<file path="config.mk">
export PLATFORM = sky130hd
export DESIGN_NAME = mem_port_arbiter_flat
export DESIGN_NICKNAME = d
export VERILOG_FILES = /design/src/rtl/mem_port_arbiter_if.sv /design/src/rtl/mem_port_arbiter.sv /design/src/flat_wrapper.sv
export SDC_FILE = /design/constraint.sdc
export NUM_CORES = 1
export LEC_CHECK = 0
export ABC_AREA = 1
export CORE_MARGIN = 8
export CORE_UTILIZATION = 43
export CTS_CLUSTER_SIZE = 40
export DETAILED_ROUTE_END_ITERATION = 7
export PLACE_DENSITY = 0.86
export SYNTH_ARGS = -nofsm -noshare
export SYNTH_HDL_FRONTEND = slang
export SYNTH_SLANG_ARGS = --single-unit
</file>
<file path="constraint.sdc">
create_clock -name clk -period 11.3 [get_ports clk]
set_clock_uncertainty 0.15 [all_clocks]
set_input_delay 3.39 -clock clk [delete_from_list [all_inputs] [get_ports clk]]
set_output_delay 3.39 -clock clk [all_outputs]
set_load 0.005 [all_outputs]
</file>
<file path="src/rtl/mem_port_arbiter_if.sv">
// Bus bundle between the two memory requesters, the arbiter and the
// shared instruction/data memory.
interface mem_port_arbiter_if #(
  parameter int AW = 32,
  parameter int DW = 32
) ();
  logic          cpu_req;
  logic          cpu_we;
  logic [AW-1:0] cpu_addr;
  logic [DW-1:0] cpu_wdata;
  logic          cpu_gnt;
  logic          cpu_done;
  logic [DW-1:0] cpu_rdata;

  logic          dma_req;
  logic          dma_we;
  logic [AW-1:0] dma_addr;
  logic [DW-1:0] dma_wdata;
  logic          dma_gnt;
  logic          dma_done;
  logic [DW-1:0] dma_rdata;

  logic          mem_en;
  logic          mem_we;
  logic [AW-1:0] mem_addr;
  logic [DW-1:0] mem_wdata;
  logic [DW-1:0] mem_rdata;

  modport slave (
    input  cpu_req, cpu_we, cpu_addr, cpu_wdata,
    output cpu_gnt, cpu_done, cpu_rdata,
    input  dma_req, dma_we, dma_addr, dma_wdata,
    output dma_gnt, dma_done, dma_rdata,
    output mem_en, mem_we, mem_addr, mem_wdata,
    input  mem_rdata
  );

  modport master (
    output cpu_req, cpu_we, cpu_addr, cpu_wdata,
    input  cpu_gnt, cpu_done, cpu_rdata,
    output dma_req, dma_we, dma_addr, dma_wdata,
    input  dma_gnt, dma_done, dma_rdata,
    input  mem_en, mem_we, mem_addr, mem_wdata,
    output mem_rdata
  );
endinterface

</file>
<file path="src/rtl/mem_port_arbiter.sv">
// Round-robin arbiter sharing one fixed-latency memory between the
// multicycle CPU and the DMA/debug loader.
module mem_port_arbiter #(
  parameter int AW      = 32,
  parameter int DW      = 32,
  parameter int MEM_LAT = 2
) (
  input logic               clk,
  input logic               rst,
  mem_port_arbiter_if.slave bus
);

  typedef enum logic [1:0] {
    IDLE,
    ACCESS,
    DONE
  } state_t;

  localparam logic [3:0] LAT_M1 = 4'(MEM_LAT - 1);

  state_t        r_state;
  logic          r_last;
  logic          r_own;
  logic [3:0]    r_cnt;
  logic          r_cpu_gnt;
  logic          r_cpu_done;
  logic [DW-1:0] r_cpu_rdata;
  logic          r_dma_gnt;
  logic          r_dma_done;
  logic [DW-1:0] r_dma_rdata;
  logic          r_mem_en;
  logic          r_mem_we;
  logic [AW-1:0] r_mem_addr;
  logic [DW-1:0] r_mem_wdata;

  logic w_any;
  logic w_pick_dma;

  // r_last/r_own: 1 means DMA; a tie goes to whoever did not win last
  assign w_any      = bus.cpu_req | bus.dma_req;
  assign w_pick_dma = bus.dma_req & (~bus.cpu_req | ~r_last);

  always_ff @(posedge clk or posedge rst) begin
    if (rst) begin
      r_state     <= IDLE;
      r_last      <= 1'b1;
      r_own       <= 1'b0;
      r_cnt       <= '0;
      r_cpu_gnt   <= 1'b0;
      r_cpu_done  <= 1'b0;
      r_cpu_rdata <= '0;
      r_dma_gnt   <= 1'b0;
      r_dma_done  <= 1'b0;
      r_dma_rdata <= '0;
      r_mem_en    <= 1'b0;
      r_mem_we    <= 1'b0;
      r_mem_addr  <= '0;
      r_mem_wdata <= '0;
    end else begin
      unique case (r_state)
        IDLE: begin
          if (w_any) begin
            r_own       <= w_pick_dma;
            r_last      <= w_pick_dma;
            r_cpu_gnt   <= ~w_pick_dma;
            r_dma_gnt   <= w_pick_dma;
            r_mem_en    <= 1'b1;
            r_mem_we    <= w_pick_dma ? bus.dma_we : bus.cpu_we;
            r_mem_addr  <= w_pick_dma ? bus.dma_addr : bus.cpu_addr;
            r_mem_wdata <= w_pick_dma ? bus.dma_wdata : bus.cpu_wdata;
            r_cnt       <= LAT_M1;
            r_state     <= ACCESS;
          end
        end
        ACCESS: begin
          if (r_cnt == 4'd0) begin
            if (!r_mem_we && r_own) r_dma_rdata <= bus.mem_rdata;
            if (!r_mem_we && !r_own) r_cpu_rdata <= bus.mem_rdata;
            r_mem_en   <= 1'b0;
            r_mem_we   <= 1'b0;
            r_cpu_done <= ~r_own;
            r_dma_done <= r_own;
            r_state    <= DONE;
          end else begin
            r_cnt <= r_cnt - 4'd1;
          end
        end
        DONE: begin
          r_cpu_done <= 1'b0;
          r_dma_done <= 1'b0;
          r_cpu_gnt  <= 1'b0;
          r_dma_gnt  <= 1'b0;
          r_state    <= IDLE;
        end
        default: r_state <= IDLE;
      endcase
    end
  end

  assign bus.cpu_gnt   = r_cpu_gnt;
  assign bus.cpu_done  = r_cpu_done;
  assign bus.cpu_rdata = r_cpu_rdata;
  assign bus.dma_gnt   = r_dma_gnt;
  assign bus.dma_done  = r_dma_done;
  assign bus.dma_rdata = r_dma_rdata;
  assign bus.mem_en    = r_mem_en;
  assign bus.mem_we    = r_mem_we;
  assign bus.mem_addr  = r_mem_addr;
  assign bus.mem_wdata = r_mem_wdata;

endmodule
</file>
<file path="src/flat_wrapper.sv">
// flat-port wrapper written by rule: the top's interface ports become plain ports
module mem_port_arbiter_flat 
#(
  parameter int AW      = 32,
  parameter int DW      = 32,
  parameter int MEM_LAT = 2
)
  (clk, rst, bus_cpu_req, bus_cpu_we, bus_cpu_addr, bus_cpu_wdata, bus_cpu_gnt, bus_cpu_done, bus_cpu_rdata, bus_dma_req, bus_dma_we, bus_dma_addr, bus_dma_wdata, bus_dma_gnt, bus_dma_done, bus_dma_rdata, bus_mem_en, bus_mem_we, bus_mem_addr, bus_mem_wdata, bus_mem_rdata);
  mem_port_arbiter_if #(.AW(AW), .DW(DW)) bus_i ();
  input logic clk;
  input logic rst;
  input wire logic [$bits(bus_i.cpu_req)-1:0] bus_cpu_req;
  input wire logic [$bits(bus_i.cpu_we)-1:0] bus_cpu_we;
  input wire logic [$bits(bus_i.cpu_addr)-1:0] bus_cpu_addr;
  input wire logic [$bits(bus_i.cpu_wdata)-1:0] bus_cpu_wdata;
  output wire logic [$bits(bus_i.cpu_gnt)-1:0] bus_cpu_gnt;
  output wire logic [$bits(bus_i.cpu_done)-1:0] bus_cpu_done;
  output wire logic [$bits(bus_i.cpu_rdata)-1:0] bus_cpu_rdata;
  input wire logic [$bits(bus_i.dma_req)-1:0] bus_dma_req;
  input wire logic [$bits(bus_i.dma_we)-1:0] bus_dma_we;
  input wire logic [$bits(bus_i.dma_addr)-1:0] bus_dma_addr;
  input wire logic [$bits(bus_i.dma_wdata)-1:0] bus_dma_wdata;
  output wire logic [$bits(bus_i.dma_gnt)-1:0] bus_dma_gnt;
  output wire logic [$bits(bus_i.dma_done)-1:0] bus_dma_done;
  output wire logic [$bits(bus_i.dma_rdata)-1:0] bus_dma_rdata;
  output wire logic [$bits(bus_i.mem_en)-1:0] bus_mem_en;
  output wire logic [$bits(bus_i.mem_we)-1:0] bus_mem_we;
  output wire logic [$bits(bus_i.mem_addr)-1:0] bus_mem_addr;
  output wire logic [$bits(bus_i.mem_wdata)-1:0] bus_mem_wdata;
  input wire logic [$bits(bus_i.mem_rdata)-1:0] bus_mem_rdata;
  assign bus_i.cpu_req = bus_cpu_req;
  assign bus_i.cpu_we = bus_cpu_we;
  assign bus_i.cpu_addr = bus_cpu_addr;
  assign bus_i.cpu_wdata = bus_cpu_wdata;
  assign bus_cpu_gnt = bus_i.cpu_gnt;
  assign bus_cpu_done = bus_i.cpu_done;
  assign bus_cpu_rdata = bus_i.cpu_rdata;
  assign bus_i.dma_req = bus_dma_req;
  assign bus_i.dma_we = bus_dma_we;
  assign bus_i.dma_addr = bus_dma_addr;
  assign bus_i.dma_wdata = bus_dma_wdata;
  assign bus_dma_gnt = bus_i.dma_gnt;
  assign bus_dma_done = bus_i.dma_done;
  assign bus_dma_rdata = bus_i.dma_rdata;
  assign bus_mem_en = bus_i.mem_en;
  assign bus_mem_we = bus_i.mem_we;
  assign bus_mem_addr = bus_i.mem_addr;
  assign bus_mem_wdata = bus_i.mem_wdata;
  assign bus_i.mem_rdata = bus_mem_rdata;
  mem_port_arbiter #(.AW(AW), .DW(DW), .MEM_LAT(MEM_LAT)) u_core (.clk(clk), .rst(rst), .bus(bus_i));
endmodule
</file>
==> metrics.yaml, run 1 <==
outcome:
  run_status: "finished clean"
worst_setup_path:
  crit_buf_inv: 3
  worst-endpoint-arrival_ps: 5520
  critical-path-top-cell-by-count: "sky130_fd_sc_hd__buf_4"
  crit_path_cell_trace: "clkdlybuf4s50_1, o21ai_4, buf_4, nor2_4, buf_4, nand2_1, nand3_1"
  endpoint_kind: "flip-flop"
  timing.setup.critical_path_class: "in2reg"
  critPathTopFamily: "buffers and inverters"
  timing.critical_path.required_ps: 11500
  setup.worst_path.start_class: "input port"
  maximum_fanout_encountered_on_the_critical_timing_path: 75
  max_stage_delay_ps: 520
  worst_path_max_delay_cell: "sky130_fd_sc_hd__clkdlybuf4s50_1"
synth:
  synth_seq_cells: 142
  ys_types: 21
  yosys_most_used_dff: "sky130_fd_sc_hd__dfrtp_1"
  synth-seq-area-share_pct: 60.87
  post_synth_instance_area_um2: 5839
  syn-instance-count: 656
  synth_enable_flop_cells: 0
  synthesis.area_per_instance_um2: 8.901
  ys_warn_count: 0
  ys_async_sr_fraction_pct: 100.0
  synthesis.nets: 824
power:
  power.density_cell_area_nw_per_um2: 272.0
  vdd_ir_drop_max_uv: 138.5
  p_leak_uw: 0.004380
drt:
  detail_route.drc_violations: 0
  postRouteAntennaNets: 0
  routed_via_density: 4.871
  routedWlPerCell_um: 17.15
  total_routed_wirelength_um: 19450
  via_total_after_detailed_routing: 5524
  detail_route.first_pass.iterations: 4
  drt-initial-drc-count: 333
cts:
  tritoncts_clock_tree: "built"
  clockRootBuffer: "sky130_fd_sc_hd__clkbuf_16"
  worst_skew_pair.late_latency_ps: 420
  cts_resized: 0
  htreeDepth: 4
  tritoncts.num_buffers: 17
  post_cts_hold_buffer_count: 0
  worst_setup_hold_path_clk_slew_ps: 60
  cts_max_path_bufs: 2
  post_cts.repair.setup_buffers: 0
  cts_num_sinks: 142
die:
  top_level_ports: 300
  floorplan.initialDensity_pct: 44.09
  core_region_area_um2: 13240
  die-width_um: 132.5
  core.rowCount: 42
  die_area_um2: 17560
  floorplan.die.height_um: 132.5
sta:
  finalMaxSlewViolations: 0
  max_slew_margin_pct: 38.59
  unrepaired_setup_endpoints_after_global_routing: "no"
  max_freq_ghz: 0.1880
  timing_hold_violations_final: 0
  fin_crit_share_pct: 47.08
  worstMarginPinSlew_ps: 921.2
  final.hold.worst_slack_ps: 332.2
  minimum_period_implied_by_the_final_worst_setup_slack_ps: 5320
  setup_viol: 0
  timing.setup.tns_ps: 0
place:
  dp.final_hpwl_um: 14480
  port_buffers: 299
  weighted_congestion_reported_at_the_end_of_routability_driven_placement: 0.8815
global_routing:
  wire_length_of_the_first_global_routing_pass_um: 31220
  grt_overflow_total: 0
  grt_max_degree: 76
  globalRouteTotalUtil_pct: 22.47
  grt_pass1_vias: 5804
  initial_antenna_violation_count: 1
final_layout:
  antenna_cells_inserted: 0
  area.growth.synth_to_final_pct: 62.03
  final_layout_size_suffix_gt1_share_pct: 4.697
  layout_common_cells: "sky130_fd_sc_hd__clkdlybuf4s50_1 (299), sky130_fd_sc_hd__nand2_1 (273), sky130_fd_sc_hd__dfrtp_1 (141), sky130_fd_sc_hd__nand3_1 (71), sky130_fd_sc_hd__o21ai_1 (69)"
  num-fill-cells: 958
  multi_input_area_um2: 1907
  ff_latch_area_um2: 3555
  design.final.nets: 1113
  layout.cells.most_common: "sky130_fd_sc_hd__clkdlybuf4s50_1"
hold_path:
  worst_hold_path_class: "reg2reg"
job:
  max_cap_viol_count: 0
==> registers in the layout, indices dropped and copies added (netlist names) <==
register              flops
u_core.r_own              1
u_core.bus.mem_wdata     32
u_core.bus.mem_we         1
u_core.bus.mem_addr      32
u_core.bus.dma_gnt        1
u_core.bus.dma_rdata     32
u_core.bus.cpu_done       1
u_core.r_state            2
u_core.bus.mem_en         1
u_core.bus.dma_done       1
u_core.bus.cpu_gnt        1
u_core.r_cnt              4
u_core.r_last             1
u_core.bus.cpu_rdata     32
==> tightest hold or removal path: stages (launching register included) <==
cell and delay [ps]:
sky130_fd_sc_hd__dfstp_2 380, sky130_fd_sc_hd__nand2_1 60, sky130_fd_sc_hd__nand2_1 50
==> path summary, 6_finish.rpt <==
| path | start | to | slack (ps) | cells after the start |
|---|---|---|---|---|
| worst max-delay path | bus_cpu_req | u_core.bus.mem_wdata[22]$_DFFE_PP0P_ | 5980 | 7 |
| max in group asynchronous | rst | u_core.bus.mem_addr[26]$_DFFE_PP0P_ | 6320 | 3 |
| worst min-delay path | u_core.r_last$_DFFE_PP1P_ | u_core.r_last$_DFFE_PP1P_ | 330 | 2 |
| min in group asynchronous | rst | u_core.bus.cpu_rdata[22]$_DFFE_PP0P_ | 3280 | 2 |
| worst min register to register | u_core.r_last$_DFFE_PP1P_ | u_core.r_last$_DFFE_PP1P_ | 330 | 2 |
| worst max register to register | u_core.r_state[1]$_DFFE_PP0P_ | u_core.bus.mem_wdata[22]$_DFFE_PP0P_ | 8790 | 7 |
==> power breakdown <==
group	internal, µW	switching [µW]
clock	331	218
combinational	617	507
sequential	764	137
total	1710	862
==> kinds of logic (layout without fill, tap and decap cells) <==
family | Yosys count | after routing | synth area share, %
adders and majority gates | 2 | 2 | 0.4285
buffers and inverters | 78 | 380 | 6.685
xor gates and xnor gates | 1 | 1 | 0.1500
and+or+nand+nor | 359 | 359 | 25.41
DFF | 142 | 142 | 60.87
AOI/OAI and AO/OA | 74 | 74 | 6.450
==> cell usage after synthesis (2+ instances only) <==
cell | n | area (µm²)
sky130_fd_sc_hd__nand3_1 | 71 | 355.3
sky130_fd_sc_hd__nor2_4 | 2 | 22.52
sky130_fd_sc_hd__nand3_4 | 2 | 35.03
sky130_fd_sc_hd__nand2_1 | 273 | 1025
sky130_fd_sc_hd__buf_6 | 2 | 22.52
sky130_fd_sc_hd__buf_2 | 12 | 60.06
sky130_fd_sc_hd__dfrtp_1 | 141 | 3528
sky130_fd_sc_hd__inv_1 | 43 | 161.4
sky130_fd_sc_hd__o21ai_1 | 69 | 345.3
sky130_fd_sc_hd__inv_2 | 2 | 7.510
sky130_fd_sc_hd__nor2_1 | 9 | 33.78
sky130_fd_sc_hd__buf_4 | 18 | 135.1
sky130_fd_sc_hd__o21ai_0 | 3 | 15.01
sky130_fd_sc_hd__ha_1 | 2 | 25.02
==> cell type report <==
type | instances | area share, %
sequential | 142 | 37.57
timing repair buffer | 303 | 31.95
multi-input combinational | 436 | 20.15
clock buffer | 19 | 4.681
tap | 176 | 2.327
inverter | 45 | 1.838
clock inverter | 13 | 1.481
==> through the flow <==
stage	instances	instance area, µm²	utilization, %	total power, µW	worst slack, ps
2_1_floorplan	656	5839	-	1368	3952
3_3_place_gp	1102	8879	67.04	1998	5665
3_5_place_dp	1102	8879	67.04	2039	5580
4_1_cts	1134	9462	71.45	2601	5992
5_1_grt	1134	9462	71.45	2757	5810
6_report	1134	9462	71.45	2574	5980
==> metal layers <==
metal | vias up | part of all wire, % | track usage (%)
li1 | 2658 | - | -
met1 | 2578 | 36 | 23.59
met2 | 250 | 49 | 36.90
met3 | 36 | 13 | 12.26
met4 | 2 | 2.9 | 9.148
met5 | - | 0.067 | 0
(Power assumes the default switching activity.)
==> run 2: changes to the inputs <==
--- a/config.mk
+++ b/config.mk
@@ -7,10 +7,10 @@
 export LEC_CHECK = 0
 export ABC_AREA = 1
 export CORE_MARGIN = 8
-export CORE_UTILIZATION = 43
+export CORE_UTILIZATION = 40
 export CTS_CLUSTER_SIZE = 40
 export DETAILED_ROUTE_END_ITERATION = 7
-export PLACE_DENSITY = 0.86
+export PLACE_DENSITY = 0.81
 export SYNTH_ARGS = -nofsm -noshare
 export SYNTH_HDL_FRONTEND = slang
 export SYNTH_SLANG_ARGS = --single-unit
==> constraint.sdc (replaced) <==
create_clock -name clk -period 4.9 [get_ports clk]
set_clock_uncertainty 0.15 [all_clocks]
set_input_delay 1.47 -clock clk [delete_from_list [all_inputs] [get_ports clk]]
set_output_delay 1.47 -clock clk [all_outputs]
set_load 0.005 [all_outputs]
==> metrics.yaml, run 2 (synthesis gave the netlist of run 1 again) <==
cts:
  post_cts_hold_buffer_count: 0
  htreeDepth: 4
  worst_setup_hold_path_clk_slew_ps: 60
  worst_skew_pair.late_latency_ps: 410
  tritoncts.num_buffers: 17
  clockRootBuffer: "sky130_fd_sc_hd__clkbuf_16"
  cts_max_path_bufs: 2
  post_cts.repair.setup_buffers: 0
  cts_num_sinks: 142
  cts_resized: 0
  tritoncts_clock_tree: "built"
final_layout:
  final_layout_size_suffix_gt1_share_pct: 5.000
  layout.cells.most_common: "sky130_fd_sc_hd__clkdlybuf4s50_1"
  layout_common_cells: "sky130_fd_sc_hd__clkdlybuf4s50_1 (299), sky130_fd_sc_hd__nand2_1 (273), sky130_fd_sc_hd__dfrtp_1 (141), sky130_fd_sc_hd__nand3_1 (71), sky130_fd_sc_hd__o21ai_1 (69)"
  design.final.nets: 1115
  area.growth.synth_to_final_pct: 64.09
  num-fill-cells: 1163
  antenna_cells_inserted: 0
die:
  floorplan.die.height_um: 136.8
  die-width_um: 136.8
  core_region_area_um2: 14420
  top_level_ports: 300
  die_area_um2: 18720
  floorplan.initialDensity_pct: 40.48
  core.rowCount: 44
sta:
  timing_hold_violations_final: 0
  minimum_period_implied_by_the_final_worst_setup_slack_ps: 3133
  final.setup.worst_slack_ps: 1767
  fin_crit_share_pct: 63.93
  unrepaired_setup_endpoints_after_global_routing: "no"
  worstMarginPinSlew_ps: 755.4
  setup_viol: 0
  max_slew_margin_pct: 49.45
  timing.setup.tns_ps: 0
  finalMaxSlewViolations: 0
  max_freq_ghz: 0.3192
place:
  weighted_congestion_reported_at_the_end_of_routability_driven_placement: 0.8733
  dp.final_hpwl_um: 14600
  port_buffers: 299
  pre_cts_slack_ps: 1321
global_routing:
  globalRoute.busiestLayer: "met2"
  wire_length_of_the_first_global_routing_pass_um: 29850
  met1_usage_pct: 23.39
  grt_max_degree: 75
  globalRouteTotalUtil_pct: 20.57
  grt_pass1_vias: 5576
  grtUsageMet3_pct: 9.325
  grt_overflow_total: 0
  initial_antenna_violation_count: 0
  use_met2_pct: 33.70
power:
  clock_power_share_pct: 23.3
  power.combinational.fraction_pct: 42.5
  power.density_cell_area_nw_per_um2: 635.3
  vdd_ir_drop_max_uv: 266.4
  power.internal_uw: 4114
  switching_power_uw: 1973
  p_leak_uw: 0.004424
  switching_share_pct: 32.41
  pwr-share-seq_pct: 34.2
drt:
  drt-initial-drc-count: 277
  routed_via_density: 4.765
  postRouteAntennaNets: 0
  via_total_after_detailed_routing: 5451
  total_routed_wirelength_um: 19260
  detail_route.first_pass.iterations: 4
  routedWlPerCell_um: 16.83
  detail_route.drc_violations: 0
worst_setup_path:
  timing.setup.critical_path_class: "in2reg"
  maximum_fanout_encountered_on_the_critical_timing_path: 62
  setup.worst_path.start_class: "input port"
  timing.critical_path.required_ps: 5040
  endpoint_kind: "flip-flop"
  worst-endpoint-arrival_ps: 3280
job:
  max_cap_viol_count: 0
outcome:
  run_status: "finished clean"
hold_path:
  worst_hold_path_class: "reg2reg"
==> run 2: cell count changes in the layout (fill, tap and decap cells not counted) <==
| cell | delta |
|---|---|
| sky130_fd_sc_hd__bufinv_16 | +3 |
| sky130_fd_sc_hd__clkinv_2 | -1 |
| sky130_fd_sc_hd__clkinv_4 | -1 |
| sky130_fd_sc_hd__buf_12 | +2 |
| sky130_fd_sc_hd__inv_6 | -2 |
| sky130_fd_sc_hd__clkinvlp_4 | +2 |
| sky130_fd_sc_hd__clkbuf_1 | -1 |
==> run 2: power groups by stage <==
stage                     Sequential, µW  Clock [µW]  Combinational [µW]
after floorplan                     2110           0                1040
after global routing                2160        1490                2860
after CTS                           2080        1440                2640
after global placement              2070           0                2570
final                               2080        1420                2590
after detailed placement            2090           0                2630
==> run 2: cell type report <==
| class | count | area, µm² | share of cell area (%) |
|---|---|---|---|
| sequential | 142 | 3555 | 37.10 |
| timing repair buffer | 305 | 3063 | 31.97 |
| multi-input combinational | 436 | 1907 | 19.90 |
| clock buffer | 18 | 439.2 | 4.583 |
| tap | 184 | 230.2 | 2.403 |
| clock inverter | 14 | 215.2 | 2.246 |
| inverter | 45 | 172.7 | 1.802 |
==> run 2: worst paths after layout <==
check / end / cells past startpoint / startpoint / slack [ps]
max in group asynchronous: u_core.bus.mem_wdata[18]$_DFFE_PP0P_ / 3 / rst / 2550
setup / recovery: u_core.bus.mem_addr[5]$_DFFE_PP0P_ / 6 / bus_cpu_req / 1770
min in group asynchronous: u_core.bus.dma_done$_DFFE_PP0P_ / 2 / rst / 1260
hold reg to reg: u_core.r_last$_DFFE_PP1P_ / 2 / u_core.r_last$_DFFE_PP1P_ / 330
hold / removal: u_core.r_last$_DFFE_PP1P_ / 2 / u_core.r_last$_DFFE_PP1P_ / 330
setup reg to reg: u_core.bus.mem_wdata[6]$_DFFE_PP0P_ / 6 / u_core.r_state[1]$_DFFE_PP0P_ / 2700
==> run 2: stage by stage <==
stage                     hold slack (ps)  cells  utilization, %  power, µW  area (µm²)
after floorplan                     296.6    656               -       3155        5843
after global placement              316.7   1112           61.89       4640        8927
after detailed placement            317.3   1112           61.89       4720        8927
after CTS                           330.5   1144           66.43       6163        9582
after global routing                354.8   1144           66.43       6505        9582
final                               334.4   1144           66.43       6087        9582
==> run 2: routing by layer <==
layer,routed length [µm],vias to the layer above,share of wire (%)
li1,-,2653,-
met4,338,0,1.8
met3,2344,21,12
met1,7243,2537,38
met5,0,-,0
met2,9332,240,48
==> run 2: critical path, stage by stage <==
cell                              delay, ps
sky130_fd_sc_hd__clkdlybuf4s50_1        460
sky130_fd_sc_hd__o21ai_4                640
sky130_fd_sc_hd__nor2_4                  70
sky130_fd_sc_hd__buf_4                  350
sky130_fd_sc_hd__nand2_1                150
sky130_fd_sc_hd__nand3_1                 80
